### config.mk
export PLATFORM = sky130hd
export DESIGN_NAME = regfile_wb_arbiter_flat
export DESIGN_NICKNAME = d
export VERILOG_FILES = /design/src/rtl/regfile_wb_arbiter_pkg.sv /design/src/rtl/regfile_wb_arbiter_if.sv /design/src/rtl/regfile_wb_arbiter_rr_pick2.sv /design/src/rtl/regfile_wb_arbiter.sv /design/src/flat_wrapper.sv
export SDC_FILE = /design/constraint.sdc
export NUM_CORES = 1
export LEC_CHECK = 0
export ABC_AREA = 1
export BUFFER_PORTS_ARGS = -buffer_cell sky130_fd_sc_hd__buf_2
export CAP_MARGIN = 5
export CELL_PAD_IN_SITES_DETAIL_PLACEMENT = 1
export CELL_PAD_IN_SITES_GLOBAL_PLACEMENT = 2
export CORE_MARGIN = 2
export CORE_UTILIZATION = 26
export DETAILED_ROUTE_END_ITERATION = 12
export PLACE_DENSITY_LB_ADDON = 0.1
export SYNTH_ARGS = -nofsm -noshare
export SYNTH_HDL_FRONTEND = slang
export SYNTH_SLANG_ARGS = --single-unit
### constraint.sdc
create_clock -name clk -period 3.39 [get_ports clk]
set_input_delay 0 -clock clk [delete_from_list [all_inputs] [get_ports clk]]
set_output_delay 0 -clock clk [all_outputs]
set_load 0.01 [all_outputs]
### src/rtl/regfile_wb_arbiter_pkg.sv
// Shared register-file geometry and writeback types for the writeback arbiter.
// Mirrors the REGADDR/WORD/NUM_REGS/WB_PORTS values of the core configuration.
package regfile_wb_arbiter_pkg;
    localparam int REGADDR  = 4;
    localparam int WORD     = 32;
    localparam int NUM_REGS = 16;
    localparam int WB_PORTS = 2;

    typedef logic [REGADDR-1:0] regaddr_t;
    typedef logic [WORD-1:0]    word_t;

    typedef struct packed {
        logic     wen;
        regaddr_t addr;
        word_t    din;
    } wb_port_t;

    function automatic logic [NUM_REGS-1:0] reg_mask(input regaddr_t a);
        return NUM_REGS'(1) << a;
    endfunction
endpackage

### src/rtl/regfile_wb_arbiter_if.sv
// Writeback request, register-file write port and issue/scoreboard bundle.
// The arbiter sits on the slave side; requesters and issue stage on the master side.
interface regfile_wb_arbiter_if #(parameter int NUM_REQ = 3);
    import regfile_wb_arbiter_pkg::*;

    logic [NUM_REQ-1:0]         req_valid;
    logic [NUM_REQ-1:0]         req_ready;
    logic [NUM_REQ*REGADDR-1:0] req_addr;
    logic [NUM_REQ*WORD-1:0]    req_data;
    logic                       wen_a;
    logic                       wen_b;
    regaddr_t                   addr_a;
    regaddr_t                   addr_b;
    word_t                      din_a;
    word_t                      din_b;
    logic                       iss_valid;
    regaddr_t                   iss_addr;
    logic                       iss_ready;
    logic [NUM_REGS-1:0]        busy;

    modport master (
        output req_valid, req_addr, req_data, iss_valid, iss_addr,
        input  req_ready, wen_a, wen_b, addr_a, addr_b, din_a, din_b, iss_ready, busy
    );

    modport slave (
        input  req_valid, req_addr, req_data, iss_valid, iss_addr,
        output req_ready, wen_a, wen_b, addr_a, addr_b, din_a, din_b, iss_ready, busy
    );
endinterface

### src/rtl/regfile_wb_arbiter_rr_pick2.sv
// Combinational two-winner round-robin picker; the B winner must not share
// the A winner's destination so same-register writes stay in arbitration order.
module regfile_wb_arbiter_rr_pick2
    import regfile_wb_arbiter_pkg::*;
#(
    parameter  int NUM_REQ = 3,
    localparam int IDX_W   = $clog2(NUM_REQ)
) (
    input  logic [NUM_REQ-1:0] i_valid,
    input  regaddr_t           i_addr [NUM_REQ],
    input  logic [IDX_W-1:0]   i_ptr,
    output logic [NUM_REQ-1:0] o_grant,
    output logic               o_found_a,
    output logic               o_found_b,
    output logic [IDX_W-1:0]   o_idx_a,
    output logic [IDX_W-1:0]   o_idx_b
);
    int               w_sum;
    logic [IDX_W-1:0] w_idx;

    always_comb begin
        o_grant   = '0;
        o_found_a = 1'b0;
        o_found_b = 1'b0;
        o_idx_a   = '0;
        o_idx_b   = '0;
        w_sum     = 0;
        w_idx     = '0;
        for (int k = 0; k < NUM_REQ; k++) begin
            // ptr < NUM_REQ and k < NUM_REQ, so one conditional subtract wraps
            w_sum = int'(i_ptr) + k;
            if (w_sum >= NUM_REQ) w_sum = w_sum - NUM_REQ;
            w_idx = IDX_W'(w_sum);
            if (i_valid[w_idx]) begin
                if (!o_found_a) begin
                    o_found_a      = 1'b1;
                    o_idx_a        = w_idx;
                    o_grant[w_idx] = 1'b1;
                end else if (!o_found_b && (i_addr[w_idx] != i_addr[o_idx_a])) begin
                    o_found_b      = 1'b1;
                    o_idx_b        = w_idx;
                    o_grant[w_idx] = 1'b1;
                end
            end
        end
    end
endmodule

### src/rtl/regfile_wb_arbiter.sv
// Writeback arbiter: grants up to two requesters per cycle onto registered
// register-file write ports A/B and tracks a busy bit per destination register.
module regfile_wb_arbiter
    import regfile_wb_arbiter_pkg::*;
#(
    parameter int NUM_REQ = 3
) (
    input logic                 clk,
    input logic                 rst,
    regfile_wb_arbiter_if.slave bus
);
    localparam int IDX_W = $clog2(NUM_REQ);

    regaddr_t            w_addr [NUM_REQ];
    word_t               w_data [NUM_REQ];
    logic [NUM_REQ-1:0]  w_grant;
    logic                w_found_a;
    logic                w_found_b;
    logic [IDX_W-1:0]    w_idx_a;
    logic [IDX_W-1:0]    w_idx_b;
    logic [IDX_W-1:0]    w_last;
    logic [IDX_W-1:0]    w_ptr_nxt;
    logic [NUM_REGS-1:0] w_clr;
    logic [NUM_REGS-1:0] w_set;

    logic [IDX_W-1:0]    r_rr_ptr;
    wb_port_t            r_port [WB_PORTS];
    logic [NUM_REGS-1:0] r_busy;

    for (genvar g = 0; g < NUM_REQ; g++) begin : g_unpack
        assign w_addr[g] = bus.req_addr[g*REGADDR +: REGADDR];
        assign w_data[g] = bus.req_data[g*WORD +: WORD];
    end

    regfile_wb_arbiter_rr_pick2 #(.NUM_REQ(NUM_REQ)) u_pick (
        .i_valid   (bus.req_valid),
        .i_addr    (w_addr),
        .i_ptr     (r_rr_ptr),
        .o_grant   (w_grant),
        .o_found_a (w_found_a),
        .o_found_b (w_found_b),
        .o_idx_a   (w_idx_a),
        .o_idx_b   (w_idx_b)
    );

    assign bus.req_ready = w_grant;
    assign w_last        = w_found_b ? w_idx_b : w_idx_a;
    assign w_ptr_nxt     = (w_last == IDX_W'(NUM_REQ - 1)) ? '0 : w_last + 1'b1;

    // Committing writes retire their destinations; A and B never share one.
    assign w_clr = (r_port[0].wen ? reg_mask(r_port[0].addr) : '0)
                 | (r_port[1].wen ? reg_mask(r_port[1].addr) : '0);
    assign bus.iss_ready = ~r_busy[bus.iss_addr];
    assign w_set = (bus.iss_valid && bus.iss_ready) ? reg_mask(bus.iss_addr) : '0;

    always_ff @(posedge clk or posedge rst) begin
        if (rst) begin
            r_rr_ptr  <= '0;
            r_port[0] <= '0;
            r_port[1] <= '0;
            r_busy    <= '0;
        end else begin
            if (w_found_a) r_rr_ptr <= w_ptr_nxt;
            r_port[0].wen  <= w_found_a;
            r_port[0].addr <= w_found_a ? w_addr[w_idx_a] : '0;
            r_port[0].din  <= w_found_a ? w_data[w_idx_a] : '0;
            r_port[1].wen  <= w_found_b;
            r_port[1].addr <= w_found_b ? w_addr[w_idx_b] : '0;
            r_port[1].din  <= w_found_b ? w_data[w_idx_b] : '0;
            r_busy         <= (r_busy & ~w_clr) | w_set;
        end
    end

    assign bus.wen_a  = r_port[0].wen;
    assign bus.addr_a = r_port[0].addr;
    assign bus.din_a  = r_port[0].din;
    assign bus.wen_b  = r_port[1].wen;
    assign bus.addr_b = r_port[1].addr;
    assign bus.din_b  = r_port[1].din;
    assign bus.busy   = r_busy;
endmodule

### src/flat_wrapper.sv
// flat-port wrapper written by rule: the top's interface ports become plain ports
module regfile_wb_arbiter_flat import regfile_wb_arbiter_pkg::*;
#(
    parameter int NUM_REQ = 3
)
  (clk, rst, bus_req_valid, bus_req_addr, bus_req_data, bus_iss_valid, bus_iss_addr, bus_req_ready, bus_wen_a, bus_wen_b, bus_addr_a, bus_addr_b, bus_din_a, bus_din_b, bus_iss_ready, bus_busy);
  regfile_wb_arbiter_if #(.NUM_REQ(NUM_REQ)) bus_i ();
  input logic clk;
  input logic rst;
  input wire logic [$bits(bus_i.req_valid)-1:0] bus_req_valid;
  input wire logic [$bits(bus_i.req_addr)-1:0] bus_req_addr;
  input wire logic [$bits(bus_i.req_data)-1:0] bus_req_data;
  input wire logic [$bits(bus_i.iss_valid)-1:0] bus_iss_valid;
  input wire logic [$bits(bus_i.iss_addr)-1:0] bus_iss_addr;
  output wire logic [$bits(bus_i.req_ready)-1:0] bus_req_ready;
  output wire logic [$bits(bus_i.wen_a)-1:0] bus_wen_a;
  output wire logic [$bits(bus_i.wen_b)-1:0] bus_wen_b;
  output wire logic [$bits(bus_i.addr_a)-1:0] bus_addr_a;
  output wire logic [$bits(bus_i.addr_b)-1:0] bus_addr_b;
  output wire logic [$bits(bus_i.din_a)-1:0] bus_din_a;
  output wire logic [$bits(bus_i.din_b)-1:0] bus_din_b;
  output wire logic [$bits(bus_i.iss_ready)-1:0] bus_iss_ready;
  output wire logic [$bits(bus_i.busy)-1:0] bus_busy;
  assign bus_i.req_valid = bus_req_valid;
  assign bus_i.req_addr = bus_req_addr;
  assign bus_i.req_data = bus_req_data;
  assign bus_i.iss_valid = bus_iss_valid;
  assign bus_i.iss_addr = bus_iss_addr;
  assign bus_req_ready = bus_i.req_ready;
  assign bus_wen_a = bus_i.wen_a;
  assign bus_wen_b = bus_i.wen_b;
  assign bus_addr_a = bus_i.addr_a;
  assign bus_addr_b = bus_i.addr_b;
  assign bus_din_a = bus_i.din_a;
  assign bus_din_b = bus_i.din_b;
  assign bus_iss_ready = bus_i.iss_ready;
  assign bus_busy = bus_i.busy;
  regfile_wb_arbiter #(.NUM_REQ(NUM_REQ)) u_core (.clk(clk), .rst(rst), .bus(bus_i));
endmodule
# Word level (Yosys, flattened, before mapping)
# Index checks and enable logic that the tools add are counted.
[word_totals]
input_bits = 118
wordCells = 132
ff_bits = 92
[op_classes]
add_sub_neg = 6
shift = 3
muxes = 77
n_reduce_logical = 6
bitwise = 13
magnitude_cmp = 16
n_eq_ne = 3
[op_table]
columns = ["cell", "n"]
rows = [
  ["32-bit two-way mux", 6],
  ["32-bit binary-select mux with 2-bit select", 2],
  ["4-bit two-way mux", 14],
  ["4-bit binary-select mux with 2-bit select", 6],
  ["16-bit two-way mux", 3],
  ["1-bit by 4-bit left shift with 16-bit output (first input constant)", 3],
  ["2-bit two-way mux", 16],
  ["16-bit bitwise OR", 2],
  ["3-bit two-way mux", 7],
  ["3-bit >= comparator (second input constant)", 6],
  ["2-bit inverter with 3-bit output", 6],
  ["16-bit bitwise AND", 1],
  ["1-bit two-way mux", 16],
  ["16-bit inverter", 1],
  ["2-bit by 3-bit less-than comparator with 1-bit output (second input constant)", 3],
  ["4-bit != test", 2],
  ["1-bit binary-select mux with 2-bit select", 3],
  ["1-bit demux with 2-bit select", 3],
  ["2-bit by 1-bit >= comparator with 1-bit output (second input constant)", 3],
  ["3-bit by 2-bit >= comparator with 1-bit output (second input constant)", 2],
  ["3-bit bitwise OR", 2],
  ["2-bit subtractor (second input constant)", 3],
  ["1-bit logical AND", 5],
  ["4-bit by 5-bit less-than comparator with 1-bit output (second input constant)", 1],
  ["other kinds (8)", 8],
]

# Depth between registers and ports, before layout
# Gate-level depths: netlist of the first run.
[depth]
depth_word = 23
depth_mapped = 24

# Hierarchy
# Synthesis of the first run repeated with hierarchy kept, for this count alone.
[unflattened]
hier_cells = 849
hier_area_um2 = 5889.4
[by_module_without_submodules]
columns = ["module", "instances", "area_each_um2", "seq_area_each_um2", "cells_each"]
rows = [
  ["regfile_wb_arbiter", 1, 4912.2, 2302.2, 650],
  ["regfile_wb_arbiter_rr_pick2", 1, 977.2, 0.0, 199],
]

# Worst setup path after synthesis of the first run
# No wires, ideal clock.
[synth_path]
path_kind = "reg2reg"
from = "reg u_core.r_rr_ptr[0]"
to = "reg u_core.r_port (netlist bit u_core.bus.din_b[5])"
path_stages_with_launch = 24
n_path_buf = 3
required_ns = 3.277
path_slack_ns = 0.769
synth_period_minus_slack_ns = 2.621
t_arrival_ns = 2.508
path_cell_list = "dfrtp_1 inv_1 ha_1 buf_4 inv_2 nand2_1 nor2_2 a21oi_4 inv_2 nand2_1 nand2_1 nand2_1 nand2_1 nor2_1 nand2_1 nand3_1 nand2_2 buf_6 inv_4 buf_4 nand2_1 nand3_1 nand2_1 inv_1"
[synth_via]
elab_chain_cells = 23
[synth_lines]
columns = ["element", "line_no", "rtl"]
rows = [
  ["from (decl)", "regfile_wb_arbiter.sv:26", "logic [IDX_W-1:0] r_rr_ptr;"],
  ["from (signal assigned)", "regfile_wb_arbiter.sv:63", "if (w_found_a) r_rr_ptr <= w_ptr_nxt;"],
  ["2-bit subtractor or 2-bit >= comparator (tied branches)", "regfile_wb_arbiter_rr_pick2.sv:32", "if (w_sum >= NUM_REQ) w_sum = w_sum - NUM_REQ;"],
  ["2-bit two-way mux", "regfile_wb_arbiter_rr_pick2.sv:32", ""],
  ["1-bit binary-select mux with 2-bit select", "regfile_wb_arbiter_rr_pick2.sv:34", "if (i_valid[w_idx]) begin"],
  ["1-bit two-way mux (not written as such)", "regfile_wb_arbiter_rr_pick2.sv:34", ""],
  ["2-bit two-way mux", "regfile_wb_arbiter_rr_pick2.sv:34", ""],
  ["2-bit inverter with 3-bit output (not written as such)", "regfile_wb_arbiter_rr_pick2.sv:39", "end else if (!o_found_b && (i_addr[w_idx] != i_addr[o_idx_a])) begin"],
  ["4-bit binary-select mux with 2-bit select", "regfile_wb_arbiter_rr_pick2.sv:39", ""],
  ["4-bit two-way mux (not written as such) (2 in a row)", "regfile_wb_arbiter_rr_pick2.sv:39", ""],
  ["[... 5 more ...]", "-", ""],
  ["1-bit logical AND", "regfile_wb_arbiter_rr_pick2.sv:39", ""],
  ["2-bit two-way mux", "regfile_wb_arbiter_rr_pick2.sv:39", ""],
  ["2-bit two-way mux", "regfile_wb_arbiter_rr_pick2.sv:35", "if (!o_found_a) begin"],
  ["2-bit two-way mux", "regfile_wb_arbiter_rr_pick2.sv:34", ""],
  ["2-bit inverter with 3-bit output (not written as such)", "regfile_wb_arbiter.sv:69", "r_port[1].din <= w_found_b ? w_data[w_idx_b] : '0;"],
  ["32-bit binary-select mux with 2-bit select", "regfile_wb_arbiter.sv:69", ""],
  ["32-bit two-way mux (not written as such) (2 in a row)", "regfile_wb_arbiter.sv:69", ""],
  ["32-bit two-way mux *", "regfile_wb_arbiter.sv:69", ""],
  ["to (decl)", "regfile_wb_arbiter.sv:27", "wb_port_t r_port [WB_PORTS];"],
]
# Every way passes the cells marked *; elsewhere a longest branch is shown, timed or not. The select of a mux whose other input is x is not followed.
# A chain may end at the register's enable or synchronous reset.

# Worst setup path in the final report of the first run
[layout_path]
from = "reg u_core.r_rr_ptr[0]"
to = "reg u_core.r_port (netlist bit u_core.bus.din_b[15])"
# Same word-level chain as after synthesis.

==> results.toml, run 1 <==
[status]
outcome = "completed"

[yosys]
synthTopCellsByArea = "dfrtp_1 (38%), nand2_1 (18%), nand3_1 (11%)"
ys_dominant_reg_cell = "dfrtp_1"
synth-edff-count = 0
synth_largest_area_cell = "dfrtp_1"
postSynthNetCount = 1034
synth.yosys.warnings = 0
synth-seq-cells = 92
synth_cells = 912
synth_top_area_share_pct = 37.8
mappedNetlistArea_um2 = 6090
synth_cell_types = 36
share_of_synthesized_area_occupied_by_flip_flops_and_latches_pct = 37.8
post_synth.cell_area_avg_um2 = 6.67
synth-async-reset-ratio_pct = 100

[clock_tree]
h-tree-depth = 3
ctsRootBufferMaster = "clkbuf_16"
clk-insertion-delay-late_ns = 0.35
clk_path_buf_depth = 2
tritoncts_num_sinks = 92
tritoncts = "built"
clkTransAtPathRegs_ns = 0.07
cts-buffers-inserted = 9

[worst_setup_path]
cp_common_cell = "nand2_1"
timing.critical_path.depth = 20
crit_required_ns = 3.68
critical_path_arrival_ns = 3.45
worstPathCellList = "inv_1 -> ha_1 -> buf_4 -> nand3_4 -> inv_1 -> a21oi_4 -> buf_4 -> nand3_1 -> nand3_1 -> nand2_1 -> nor2_1 -> nand2_1 -> nand3_1 -> nand2_2 -> nor2_4 -> clkbuf_16 -> nand2_1 -> nand2_1 -> nand2_1 -> inv_1"
cp_top_family = "simple AND/OR/NAND/NOR gates"
rr_worst_depth = 20
slowest_stage = "dfrtp_1"
end_kind = "register"
classification_of_the_worst_setup_path = "register to register"
cp_max_fo = 16
critical-path-max-stage-delay_ns = 0.42
worstSetupStartpoint = "u_core.r_rr_ptr[0]$_DFFE_PP0P_"
worst_r2r_endpoint = "u_core.bus.din_b[15]$_DFF_PP0_"
worstReg2RegStart = "u_core.r_rr_ptr[0]$_DFFE_PP0P_"
worst_setup_start_kind = "register"
critical_path_buf_inv_count = 6
reg2reg_setup_slack_ns = 0.23
crit_end = "u_core.bus.din_b[15]$_DFF_PP0_"

[sta]
setup_violations = 0
maxClockFrequency_mhz = 316
final_period_minus_worst_setup_slack_ns = 3.16
final.setup.tns_ns = 0
drv_slew = 0
count_of_final_hold_check_violations = 0
slew-limit-headroom_pct = 47.5
worstMarginPinSlew_ns = 0.788
timing.clock.skew_ns = 0.0103
fin_crit_sh_pct = 93.2
rsz0062_at_grt = "false"

[pwr]
max-vdd-ir-drop_mv = 0.672
comb_power_share_pct = 69.7
total_switching_power_w = 0.00553
p_leak_nw = 4.73
share_of_total_power_consumed_by_net_switching_pct = 52.5
internal_power_component_w = 0.00501
power_frac_clock_pct = 11.6
seq_power_share_pct = 18.7
powerDensity_nw_per_um2 = 1180

[drt]
route.detailed.wl_per_inst_um = 17.6
detail_route.iter0.violations = 325
vias_cell = 4.72
final_antenna_net_count = 0
aggregate_routed_wire_length_um = 26900
detailroute.via_count = 7197
first_pass_iters = 4
post-route-drc-count = 0

[grt]
global_route.overflow_total = 0
grt_pass1_wl_um = 41400
track_usage_pct = 21.5
grt_start_max_net_pins = 58
grt_antenna_before_repair = 0
first_global_vias = 7381

[die]
ioPinCount = 212
floorplan.die.width_um = 157
rows = 55
initial_core_util_pct = 26.7
die-area_um2 = 24600
core_area_um2 = 22800
die_h_um = 157

[placement]
dpl.hpwl_um = 18200
port_buffers = 211
place_congestion = 0.852

[final_layout]
design.final.nets = 1330
post_route_cells_drive_above_1_share_pct = 23.4
flow.area_growth_from_synthesis_pct = 46.3
mostFrequentLayoutCells = "nand2_1 (286), buf_2 (211), nand3_1 (129), dlygate4sd3_1 (96), dfrtp_1 (92)"
final.fill_count = 2950
layout.core_utilization_pct = 39.1
layout_commonest_cell = "nand2_1"

[flow_run]
max_cap_viol_count = 0

[min_path]
min-delay-path-class = "input pin to register"
cell usage after synthesis, types with 5 or more instances:
cell type and count:
nand3_2 5, nand2_1 289, a21oi_1 49, nand4_1 9, clkbuf_1 18, dfrtp_1 92
buf_2 15, nor3_1 19, o21ai_0 14, buf_4 12, inv_2 9, a22oi_1 9
nor2_1 75, nand3_1 129, o21ai_1 31, o41ai_1 16, inv_1 89
state kept, by name, indices dropped and copies added, names as in the netlist:
| signal | count |
|---|---|
| u_core.bus.wen_a | 1 |
| u_core.r_rr_ptr | 2 |
| u_core.bus.addr_b | 4 |
| u_core.bus.din_a | 32 |
| u_core.bus.busy | 16 |
| u_core.bus.wen_b | 1 |
| u_core.bus.addr_a | 4 |
| u_core.bus.din_b | 32 |
stage by stage:
| stage | cells | cell area, um^2 | hold WS (ns) | total power (W) | setup slack, ns |
|---|---|---|---|---|---|
| after floorplan | 912 | 6090 | 0.159 | 0.00671 | 0.769 |
| after global placement | 1408 | 7490 | 0.206 | 0.00903 | 0.186 |
| after detailed placement | 1408 | 7490 | 0.220 | 0.00907 | 0.106 |
| after CTS | 1519 | 8800 | 0.000713 | 0.0104 | 0.0903 |
| after global routing | 1525 | 8900 | 0.0155 | 0.0117 | 0.00411 |
| final | 1526 | 8900 | 0.00507 | 0.0105 | 0.230 |
cells by family (layout without fill, tap and decap cells):
group / Yosys count / in the layout / synth area share [%]
fa+ha+maj: 4 / 4 / 0.822
other cells: 0 / 1 / 0
flops: 92 / 92 / 37.8
buf+inv: 148 / 448 / 10.6
simple gates: 537 / 537 / 38.0
compound gates: 131 / 131 / 12.8
metal layers:
layer  track usage [%]  vias to the layer above  part of all wire [%]
li1                  -                     3562                     -
met1              29.0                     3422                    46
met2              36.4                      184                    47
met3              2.84                       29                   4.7
met4              5.55                        0                   1.7
met5                 0                        -                     0
worst min-delay path by stage:
stage                          start                              to  slack [ns]  cells past startpoint
floorplan            bus_req_addr[8]  u_core.bus.addr_a[0]$_DFF_PP0_        0.16                      2
global placement                 rst  u_core.bus.din_b[29]$_DFF_PP0_        0.21                      2
detailed placement               rst    u_core.bus.busy[5]$_DFF_PP0_        0.22                      2
CTS                 bus_req_data[56]  u_core.bus.din_b[24]$_DFF_PP0_      0.0007                      5
global route        bus_req_data[25]  u_core.bus.din_a[25]$_DFF_PP0_        0.02                      3
finish              bus_req_data[56]  u_core.bus.din_b[24]$_DFF_PP0_       0.005                      5
layout make-up:
type                       instances  area (um^2)  area share (%)
sequential                        92         2300            25.9
timing repair buffer             333         2300            25.8
multi-input combinational        672         3180            35.7
tap                              313          392            4.40
antenna                            1         2.50          0.0281
clock inverter                     5          108            1.21
inverter                         100          383            4.30
clock buffer                      10          239            2.68
worst reg2reg max path, delay by kind of cell (launching register included):
family          cells  cell delay (ns)
buf+inv             6             0.89
fa+ha+maj           1             0.22
compound gates      1             0.25
simple gates       12             1.32
flops               1             0.42
power groups by stage:
stage	combinational, W	clock [W]	sequential [W]
after global routing	0.00834	0.00129	0.00203
after global placement	0.00703	0	0.00199
after detailed placement	0.00708	0	0.00199
final	0.00735	0.00122	0.00197
after CTS	0.00721	0.00126	0.00197
after floorplan	0.00454	0	0.00217
repair_timing:
action | CTS | global route
endpoints found under the hold margin | 123 | 0
gates resized for setup | 0 | 9
endpoints found under the setup margin | 0 | 42
hold buffers | 96 | 0
setup buffers | 0 | 5
(Power assumes the default switching activity.)
==> run 2: changes to the inputs <==
--- a/config.mk
+++ b/config.mk
@@ -13,6 +13,7 @@
 export CORE_MARGIN = 2
 export CORE_UTILIZATION = 26
 export DETAILED_ROUTE_END_ITERATION = 12
+export GPL_TIMING_DRIVEN = 0
 export PLACE_DENSITY_LB_ADDON = 0.1
 export SYNTH_ARGS = -nofsm -noshare
 export SYNTH_HDL_FRONTEND = slang
==> run 2 against run 1 <==
Sequential cell count unchanged. Sequential share of layout area about the same. Clock-buffer cell count down 1. Utilization about the same.
==> results.toml, run 2 (synthesis results as in run 1) <==
[worst_setup_path]
cp_max_fo = 10
worstReg2RegStart = "u_core.r_rr_ptr[0]$_DFFE_PP0P_"
worst_r2r_endpoint = "u_core.bus.din_b[5]$_DFF_PP0_"
critical_path_arrival_ns = 3.49
end_kind = "register"
reg2reg_setup_slack_ns = 0.21
classification_of_the_worst_setup_path = "register to register"
crit_required_ns = 3.69
rr_worst_depth = 22
worst_setup_start_kind = "register"

[clock_tree]
tritoncts_num_sinks = 92
clk-insertion-delay-late_ns = 0.36
ctsRootBufferMaster = "clkbuf_16"
clk_path_buf_depth = 2
clkTransAtPathRegs_ns = 0.07
cts-buffers-inserted = 9
tritoncts = "built"
h-tree-depth = 3

[sta]
worstMarginPinSlew_ns = 0.786
setup_ws_ns = 0.206
slew-limit-headroom_pct = 47.4
maxClockFrequency_mhz = 314
final_period_minus_worst_setup_slack_ns = 3.18
setup_violations = 0
rsz0062_at_grt = "true"
timing.clock.skew_ns = 0.0129
fin_crit_sh_pct = 93.9
final.setup.tns_ns = 0
count_of_final_hold_check_violations = 0
drv_slew = 0

[drt]
first_pass_iters = 5
detail_route.iter0.violations = 310
aggregate_routed_wire_length_um = 26800
route.detailed.wl_per_inst_um = 17.4
final_antenna_net_count = 0
drt-met1-wl_um = 12700
route.met3.wl_um = 1120
vias_cell = 4.65
detailroute.via_count = 7186
post-route-drc-count = 0
maxUsedRoutingLayer = "met4"
met2WireLength_um = 12600

[min_path]
min-delay-start = "bus_req_data[40]"
timing.hold.worst_path_depth = 5
min-delay-path-class = "input pin to register"
min_to = "u_core.bus.din_b[8]$_DFF_PP0_"

[grt]
grt_antenna_before_repair = 0
track_usage_pct = 21.6
first_global_vias = 7232
grt_pass1_wl_um = 41000
global_route.overflow_total = 0
grt_start_max_net_pins = 48

[die]
die_h_um = 157
rows = 55
ioPinCount = 212
core_area_um2 = 22800
floorplan.die.width_um = 157
initial_core_util_pct = 26.7
die-area_um2 = 24600

[final_layout]
multi_input_comb_area_um2 = 3190
antenna_cells_inserted = 0
area.sequential_um2 = 2300
mostFrequentLayoutCells = "nand2_1 (283), buf_2 (221), nand3_1 (129), dfrtp_1 (92), dlygate4sd3_1 (90)"
fin_area_um2 = 8900
flow.area_growth_from_synthesis_pct = 46.2
post_route_cells_drive_above_1_share_pct = 24.3
final.fill_count = 2954
cell_count_final_fillers_out = 1545
design.final.nets = 1350
layout_commonest_cell = "nand2_1"

[placement]
placedCellCount = 1437
port_buffers = 211
dpl.hpwl_um = 19900
placed_area_um2 = 7560
place_congestion = 0.799
pre_cts_slack_ns = -0.0338

[status]
outcome = "completed"

[pwr]
p_leak_nw = 4.75
powerDensity_nw_per_um2 = 1180
report.power.total_w = 0.0105
max-vdd-ir-drop_mv = 0.427

[flow_run]
max_cap_viol_count = 0
[run 2: area by class of cell]
type	instances	share of cell area [%]
Buffer	48	3.42
Clock buffer	9	2.53
Clock inverter	6	0.984
Inverter	100	4.27
Multi-Input combinational cell	672	35.8
Sequential cell	92	25.9
Tap cell	313	4.40
Timing Repair Buffer	305	22.7
[run 2: timing repair]
item	in CTS	in global routing
setup buffers	0	3
hold buffers	90	0
setup endpoints to repair	30	75
resized for setup	3	30
hold endpoints to repair	112	0
pin swaps	1	2
[run 2: how the worst max path moves through the flow]
| stage | slack [ns] | end | cells past startpoint | startpoint |
|---|---|---|---|---|
| 6_report | 0.21 | u_core.bus.din_b[5]$_DFF_PP0_ | 22 | u_core.r_rr_ptr[0]$_DFFE_PP0P_ |
| 5_1_grt | -0.02 | u_core.r_rr_ptr[1]$_DFFE_PP0P_ | 22 | u_core.r_rr_ptr[0]$_DFFE_PP0P_ |
| 4_1_cts | 0.008 | u_core.bus.din_b[8]$_DFF_PP0_ | 21 | u_core.r_rr_ptr[0]$_DFFE_PP0P_ |
| 3_5_place_dp | -0.03 | u_core.bus.din_b[15]$_DFF_PP0_ | 23 | u_core.r_rr_ptr[0]$_DFFE_PP0P_ |
| 3_3_place_gp | -0.37 | u_core.bus.din_b[8]$_DFF_PP0_ | 2 | rst |
| 2_1_floorplan | 0.77 | u_core.bus.din_b[5]$_DFF_PP0_ | 23 | u_core.r_rr_ptr[0]$_DFFE_PP0P_ |
[run 2: critical path: stages, from the launching register on]
cell and delay [ns]:
dfrtp_1 0.39, inv_1 0.10, ha_1 0.28, buf_4 0.16, inv_2 0.11, nand2_4 0.11, nor2_4 0.06, a21oi_4 0.30
inv_2 0.13, nand2_1 0.10, nand2_1 0.06, nand2_1 0.06, nand2_1 0.05, nor2_1 0.13, nand2_2 0.11, nand3_1 0.11
nand2_2 0.09, nor2_4 0.26, buf_4 0.26, nand2_1 0.07, nand2_1 0.07, nand2_1 0.06, inv_1 0.06
[run 2: metrics by stage]
stage | utilization, % | hold WS, ns
CTS | 38.6 | 0.00133
global route | 39.1 | 0.0206
detailed placement | 33.2 | 0.147
finish | 39.1 | 0.00554
global placement | 33.1 | 0.289
floorplan | - | 0.159
[run 2: per-layer routing]
metal / vias up / track usage [%]
met5: - / 0
met4: 0 / 4.94
met3: 18 / 2.67
met2: 156 / 35.6
met1: 3409 / 30.2
li1: 3603 / -
[run 2: where the power goes]
group | switching, W | total (W) | internal (W)
registers | 0.000273 | 0.00196 | 0.00169
logic | 0.00485 | 0.00743 | 0.00258
clock network | 0.000470 | 0.00111 | 0.000644
